**src/rtl/mem_port_arbiter.sv**
```systemverilog
// Arbiter sharing one single-port memory between the CPU fetch port and the
// data port: round-robin tie-break, one transaction in flight, one-cycle
// acknowledge per request, and a watchdog that aborts stalled transactions.
module mem_port_arbiter #(
    parameter int AW  = 32,
    parameter int DW  = 32,
    parameter int TMO = 16
) (
    input  logic          clk,
    input  logic          rst,
    input  logic          if_req,
    input  logic [AW-1:0] if_addr,
    output logic          if_ack,
    output logic [DW-1:0] if_rdata,
    input  logic          d_req,
    input  logic          d_we,
    input  logic [AW-1:0] d_addr,
    input  logic [DW-1:0] d_wdata,
    input  logic [2:0]    d_dmtype,
    output logic          d_ack,
    output logic [DW-1:0] d_rdata,
    output logic          err,
    output logic          m_req,
    output logic          m_we,
    output logic [AW-1:0] m_addr,
    output logic [DW-1:0] m_wdata,
    output logic [2:0]    m_dmtype,
    input  logic [DW-1:0] m_rdata,
    input  logic          m_rvalid,
    output logic          busy
);

    localparam int CW = (TMO > 2) ? $clog2(TMO) : 1;

    typedef enum logic [1:0] {
        S_IDLE,
        S_WAIT,
        S_RESP
    } state_t;

    typedef enum logic {
        GR_IF,
        GR_D
    } port_t;

    state_t         state;
    state_t         state_next;
    port_t          last_grant;
    port_t          cur_port;
    port_t          grant_port;
    logic           grant;
    logic           done_ok;
    logic           done_tmo;
    logic [CW-1:0]  cnt;

    // State register
    always_ff @(posedge clk) begin
        if (rst) begin
            state <= S_IDLE;
        end else begin
            state <= state_next;
        end
    end

    // Next-state logic: arbitration in IDLE, completion/timeout in WAIT
    always_comb begin
        state_next = state;
        grant      = 1'b0;
        grant_port = GR_IF;
        done_ok    = 1'b0;
        done_tmo   = 1'b0;
        unique case (state)
            S_IDLE: begin
                if (if_req || d_req) begin
                    grant      = 1'b1;
                    grant_port = (d_req && (!if_req || last_grant == GR_IF)) ? GR_D : GR_IF;
                    state_next = S_WAIT;
                end
            end
            S_WAIT: begin
                if (m_rvalid) begin
                    done_ok    = 1'b1;
                    state_next = S_RESP;
                end else if (cnt == CW'(TMO - 1)) begin
                    done_tmo   = 1'b1;
                    state_next = S_RESP;
                end
            end
            S_RESP: begin
                state_next = S_IDLE;
            end
            default: begin
                state_next = S_IDLE;
            end
        endcase
    end

    // Command latching, watchdog counter, and per-port response registers
    always_ff @(posedge clk) begin
        if (rst) begin
            m_req      <= 1'b0;
            m_we       <= 1'b0;
            m_addr     <= '0;
            m_wdata    <= '0;
            m_dmtype   <= '0;
            cnt        <= '0;
            last_grant <= GR_IF;
            cur_port   <= GR_IF;
            if_ack     <= 1'b0;
            d_ack      <= 1'b0;
            err        <= 1'b0;
            if_rdata   <= '0;
            d_rdata    <= '0;
        end else begin
            m_req  <= grant;
            if_ack <= 1'b0;
            d_ack  <= 1'b0;
            err    <= 1'b0;
            if (grant) begin
                last_grant <= grant_port;
                cur_port   <= grant_port;
                cnt        <= '0;
                if (grant_port == GR_D) begin
                    m_we     <= d_we;
                    m_addr   <= d_addr;
                    m_wdata  <= d_wdata;
                    m_dmtype <= d_dmtype;
                end else begin
                    m_we     <= 1'b0;
                    m_addr   <= if_addr;
                    m_wdata  <= '0;
                    m_dmtype <= '0;
                end
            end else if (state == S_WAIT) begin
                cnt <= cnt + CW'(1);
            end
            if (done_ok || done_tmo) begin
                err <= done_tmo;
                if (cur_port == GR_D) begin
                    d_ack   <= 1'b1;
                    d_rdata <= done_ok ? m_rdata : '0;
                end else begin
                    if_ack   <= 1'b1;
                    if_rdata <= done_ok ? m_rdata : '0;
                end
            end
        end
    end

    assign busy = (state != S_IDLE);

endmodule

```
**config.mk**
```make
export PLATFORM = sky130hd
export DESIGN_NAME = mem_port_arbiter
export DESIGN_NICKNAME = d
export VERILOG_FILES = /design/src/rtl/mem_port_arbiter.sv
export SDC_FILE = /design/constraint.sdc
export NUM_CORES = 1
export LEC_CHECK = 0
export CAP_MARGIN = 20
export CORE_AREA = 2 2 107 109
export DETAILED_ROUTE_END_ITERATION = 16
export DIE_AREA = 0 0 109 111
export DONT_BUFFER_PORTS = 1
export MAX_ROUTING_LAYER = met4
export PLACE_DENSITY = 0.67
export SLEW_MARGIN = 20
export SYNTH_ARGS = -nofsm -noshare
export SYNTH_HDL_FRONTEND = slang
export SYNTH_SLANG_ARGS = --single-unit
```
**constraint.sdc**
```tcl
create_clock -name clk -period 1.54 [get_ports clk]
set_clock_uncertainty 0.15 [all_clocks]
set_input_delay 0.308 -clock clk [delete_from_list [all_inputs] [get_ports clk]]
set_output_delay 0.308 -clock clk [all_outputs]
set_load 0.005 [all_outputs]
```
# --- Yosys cells after proc, flatten, opt, wreduce, memory -nomap -nowiden ---
# Cells that the tools add are included.
classes:
  bitwise: 2
  n_mux: 21
  n_div: 0
  multipliers: 0
  shift: 0
  reduce_logical: 12
  n_addsub: 1
  magnitude_cmp: 0
  eq_ne: 4
ops:
  columns: ["op", "count"]
  rows:
  - ["32-bit 2-to-1 mux", 3]
  - ["1-bit 2-to-1 mux", 13]
  - ["2-bit 2-to-1 mux", 3]
  - ["2-bit AND reduction", 3]
  - ["4-bit by 1-bit adder with 4-bit output, second input constant", 1]
  - ["4-bit == test, second input constant", 1]
  - ["2-bit one-hot mux with 2 select lines", 1]
  - ["2-bit OR reduction", 2]
  - ["1-bit logical OR", 3]
  - ["3-bit 2-to-1 mux", 1]
  - ["3-bit inequality test, second input constant", 1]
  - ["2-bit by 1-bit == test with 1-bit output, second input constant", 1]
  - ["2-bit zero test", 1]
  - ["2-bit inequality test, second input constant", 1]
  - ["1-bit inverter", 2]
  - ["2-bit nonzero test", 1]
  - ["1-bit logical AND", 1]
  - ["1-bit zero test", 1]
word_totals:
  ff_bits: 143
  in_bits: 137
  latch_bits: 0
  mem_bits_ro: 0
  ram_bits: 0
  output_inout_bits: 137
  wordCells: 53
  n_memories: 0

# --- Longest topological paths before layout ---
logic_depth:
  depth_word: 7
  ltp_mapped: 7
  depth_no_buf: 4

# --- Least setup slack after synthesis ---
# OpenSTA, ideal clock, no wires.
synth_timing:
  path_type: "flip-flop to flip-flop"
  start: "register cnt[0]"
  end: "register d_rdata[17]"
  path_buffers: 2
  stages_incl_launch_ff: 7
  arrival_time_ps: 1479
  setup_ps: 70
  synth_period_minus_slack_ps: 1700
  path_slack_ps: -160
  required_ps: 1320
  cell_sequence: "dfxtp_1 ha_1 a31oi_1 clkbuf_1 clkbuf_1 o21ai_0 a21oi_1"
synth_via:
  elab_chain_cells: 6
synth_lines:
  columns: ["item", "line_no", "source"]
  rows:
  - ["start, declared", "54", "logic [CW-1:0] cnt;"]
  - ["start signal, assigned", "135", "cnt <= cnt + CW'(1);"]
  - ["4-bit == test", "84", "end else if (cnt == CW'(TMO - 1)) begin"]
  - ["1-bit 2-to-1 mux", "84", null]
  - ["1-bit 2-to-1 mux", "81", "if (m_rvalid) begin"]
  - ["1-bit 2-to-1 mux", "72", "unique case (state)"]
  - ["1-bit logical OR", "137", "if (done_ok || done_tmo) begin"]
  - ["2-bit AND reduction (no source line)", null, null]
  - ["end signal, assigned", "141", "d_rdata <= done_ok ? m_rdata : '0;"]
  - ["end, declared", "21", "output logic [DW-1:0] d_rdata,"]
# Every way passes these cells.
# A chain may end at the register's enable or synchronous reset.

# --- Worst setup path in the final report ---
layout_timing:
  start: "register state[1]"
  end: "register m_addr[3]"
layout_via:
  elab_chain_cells: 3
  elab_cells_between_ends: 4
  classes_between: "3 x mux; 1 x reduce/logical"
layout_lines:
  columns: ["item", "line_no", "source"]
  rows:
  - ["start, declared", "46", "state_t state;"]
  - ["start signal, assigned", "61", "state <= state_next;"]
  - ["2-bit zero test *", "72", null]
  - ["1-bit 2-to-1 mux", "72", null]
  - ["32-bit 2-to-1 mux", "123", "if (grant_port == GR_D) begin"]
  - ["end signal, assigned", "125", "m_addr <= d_addr;"]
  - ["end signal, assigned", "130", "m_addr <= if_addr;"]
  - ["end, declared", "25", "output logic [AW-1:0] m_addr,"]
# Mark *: on every way between the ends. The rest lies on a longest branch, timed or not.

==> results.toml <==
[global_route]
grt_pass1_wl_mm = 25.8
grt_max_degree = 73
antenna_found_initial = 2
grt_overflow = 0
track_usage_pct = 29.0
first_global_vias = 4857

[synthesis]
netlist.area_leader.share_pct = 53.3
netlist_instances = 518
syn_nets = 656
synth_edf_count = 0
synth_warnings = 0
syn_area_um2 = 5380
synth-main-ff-cell = "dfxtp_1"
synth.distinct_cells = 40
async_flop_share_pct = 0
netlist_top_cells_area = "dfxtp_1 (53%), o2bb2ai_2 (7.5%), mux2i_1 (6.1%)"
seq_area_frac_synth_pct = 53.3
synth_top_cell_by_area = "dfxtp_1"
synth-seq-cells = 143
synth_area_per_cell_um2 = 10.4

[sta]
rsz0062_at_grt = "true"
max-slew-margin-rel_pct = 78.4
setup_viol = 124
finalHoldViolations = 68
drv_slew = 0
finalCritPeriodShare_pct = 113
tightest_slew_ns = 0.316
min_period_ns = 1.74
setup_ws_ns = -0.195
hold_slack_ns = -0.174
fmax_ghz = 0.576
fin_setup_tns_ns = -12.59

[power]
seqPwrFrac_pct = 40.0
peakVddDrop_mv = 0.922
share_comb_of_total_power_pct = 15.3
p_int_mw = 7.88
switching_share_pct = 24.7
powerDensity_nw_per_um2 = 1210
pwr-share-clk_pct = 44.7
netSwitchingPower_mw = 2.58
p_leak_nw = 3.29
finalPower_mw = 10.5

[route]
drt-total-wl_mm = 20.5
wl_per_cell_um = 25.5
drt-initial-drc-count = 394
via_per_inst = 6.07
vias = 4885
dr.pass1.iters = 5
drc = 0
drtAntennaViolNets = 0

[worst_setup_path]
crit_path_end_kind = "flop"
critical_path_arrival_ns = 1.93
worstSetupStartpoint = "state[1]$_SDFFE_PP0P_"
reg2reg_to = "m_addr[3]$_SDFFE_PP0P_"
endpoint = "m_addr[3]$_SDFFE_PP0P_"
crit_fanout = 10
r2r_cells = 5
required_ns = 1.73
path_class = "flop to flop"
r2r-start = "state[1]$_SDFFE_PP0P_"
r2r_slack_ns = -0.20
worst_setup_path_start_kind = "flop"

[layout]
nNetsFinal = 785
fin_util_pct = 77.9
fin_cells = 805
area_growth_pct = 60.6
drive_gt1_share_pct = 32.3
final_cell_area_um2 = 8630

[die]
pin_count = 274
die_area_um2 = 12100
fp.dieH_um = 111
core_area_um2 = 11100
die_w_um = 109
start_util_pct = 48.5
row_count = 39

[clock_network]
clock_sinks = 143
cts_tree = "yes"
htree_levels = 4
clk_latency_ns = 0.42
clockBufferDepth = 2
cts_hold_buf = 101
cts_buffers = 17
cts.clk_slew.worst_paths_ns = 0.06
cts_root_buf = "clkbuf_16"

[place]
gp_congestion = 0.773
dp_cells = 633
place_ws_ns = -0.0709
hpwl_mm = 8.97
place_area_um2 = 5610
portBuffers = 0

[run_status]
violations = "hold timing, setup timing"
status = "finished, violations left"

[min_path]
min_path_type = "input pin to flop"

[flow_run]
maxCapViolations = 0
-- power groups by stage --
stage               clock (mW)  sequential, mW  combinational (mW)
floorplan                    0            4.16               0.658
global placement             0            4.22               0.755
detailed placement           0            4.22               0.792
CTS                       4.67            4.15                1.24
global route              4.83            4.21                1.67
finish                    4.68            4.19                1.60
-- critical path, stage by stage, from the launching register on --
cell	delay, ns
dfxtp_2	0.33
or2_4	0.25
buf_4	0.14
or3_4	0.42
clkbuf_16	0.21
o2bb2ai_2	0.15
-- sequential cells by signal (all words and copies together) (netlist names) --
register,cells
m_req,1
cnt,4
if_ack,1
state,2
cur_port,1
if_rdata,32
d_ack,1
d_rdata,32
m_addr,32
m_wdata,32
m_we,1
err,1
m_dmtype,3
-- layout by cell type (no fill, tap or decap), types with 2 or more instances in the layout --
cell,count
buf_4,10
a21oi_2,18
xor2_1,2
diode_2,2
nand2_4,18
mux2i_2,3
buf_6,16
dlygate4sd3_1,101
nand2_1,44
nand3b_1,2
a22o_1,36
o2bb2ai_4,14
a21oi_1,47
o2bb2ai_2,18
o21ai_1,33
o21ai_2,19
clkinvlp_4,2
clkbuf_16,27
buf_8,4
mux2i_4,8
dfxtp_2,4
mux2i_1,22
bufinv_16,5
buf_12,14
buf_16,4
dfxtp_1,138
o21ai_0,8
clkinv_2,3
nor2_1,4
clkbuf_8,5
nand2_2,2
o21ai_4,5
-- area by class of cell --
cell class / instances / area [µm²]
tap: 143 / 179
fill: 599 / 2440
sequential: 143 / 2870
inverter: 1 / 3.75
multi-input combinational: 324 / 2930
clock inverter: 10 / 180
antenna: 2 / 5.00
timing repair buffer: 160 / 1970
clock buffer: 22 / 494
-- cells in the mapped netlist (2+ instances only) --
cell type / count
mux2i_1: 33
a22o_1: 36
o21ai_0: 65
buf_6: 3
a21oi_1: 65
xor2_1: 2
nor2_1: 4
o2bb2ai_1: 4
clkbuf_1: 30
buf_2: 12
nand3b_1: 2
nand2_1: 64
o2bb2ai_2: 27
dfxtp_1: 143
buf_12: 3
-- kinds of logic (layout without fill, tap and decap cells) --
kind of cell / Yosys count / count (layout) / synth area share [%]
simple gates: 84 / 84 / 7.24
other cells: 0 / 2 / 0
fa+ha+maj: 1 / 1 / 0.233
flops: 143 / 143 / 53.3
compound gates: 204 / 204 / 27.6
xor+xnor: 2 / 2 / 0.326
mux: 33 / 33 / 6.15
buf+inv: 51 / 193 / 5.24
-- worst min-delay path by stage --
stage                         from                       end  slack (ns)  depth (start not counted)
after floorplan           m_rvalid            err$_SDFF_PP0_        0.23                          1
after global placement    m_rvalid            err$_SDFF_PP0_        0.24                          1
after detailed placement  m_rvalid            err$_SDFF_PP0_        0.25                          1
after CTS                      rst  d_rdata[18]$_SDFFE_PP0P_       -0.20                          1
after global routing           rst  d_rdata[13]$_SDFFE_PP0P_       -0.20                          1
final                          rst  d_rdata[13]$_SDFFE_PP0P_       -0.17                          1
-- per-layer routing --
layer | GRT usage [%] | up-vias | share of wire (%)
met5 | - | - | 0
met4 | 14.0 | 0 | 3.5
met3 | 10.1 | 69 | 9.2
met2 | 48.4 | 311 | 52
met1 | 30.1 | 2360 | 35
li1 | - | 2145 | -
-- what timing repair did --
item,CTS,global route
resized for setup,77,146
setup endpoints to repair,74,136
pin swaps,19,58
endpoints found under the hold margin,137,68
cloned,7,15
buffers inserted,15,4
(Power assumes the default switching activity.)
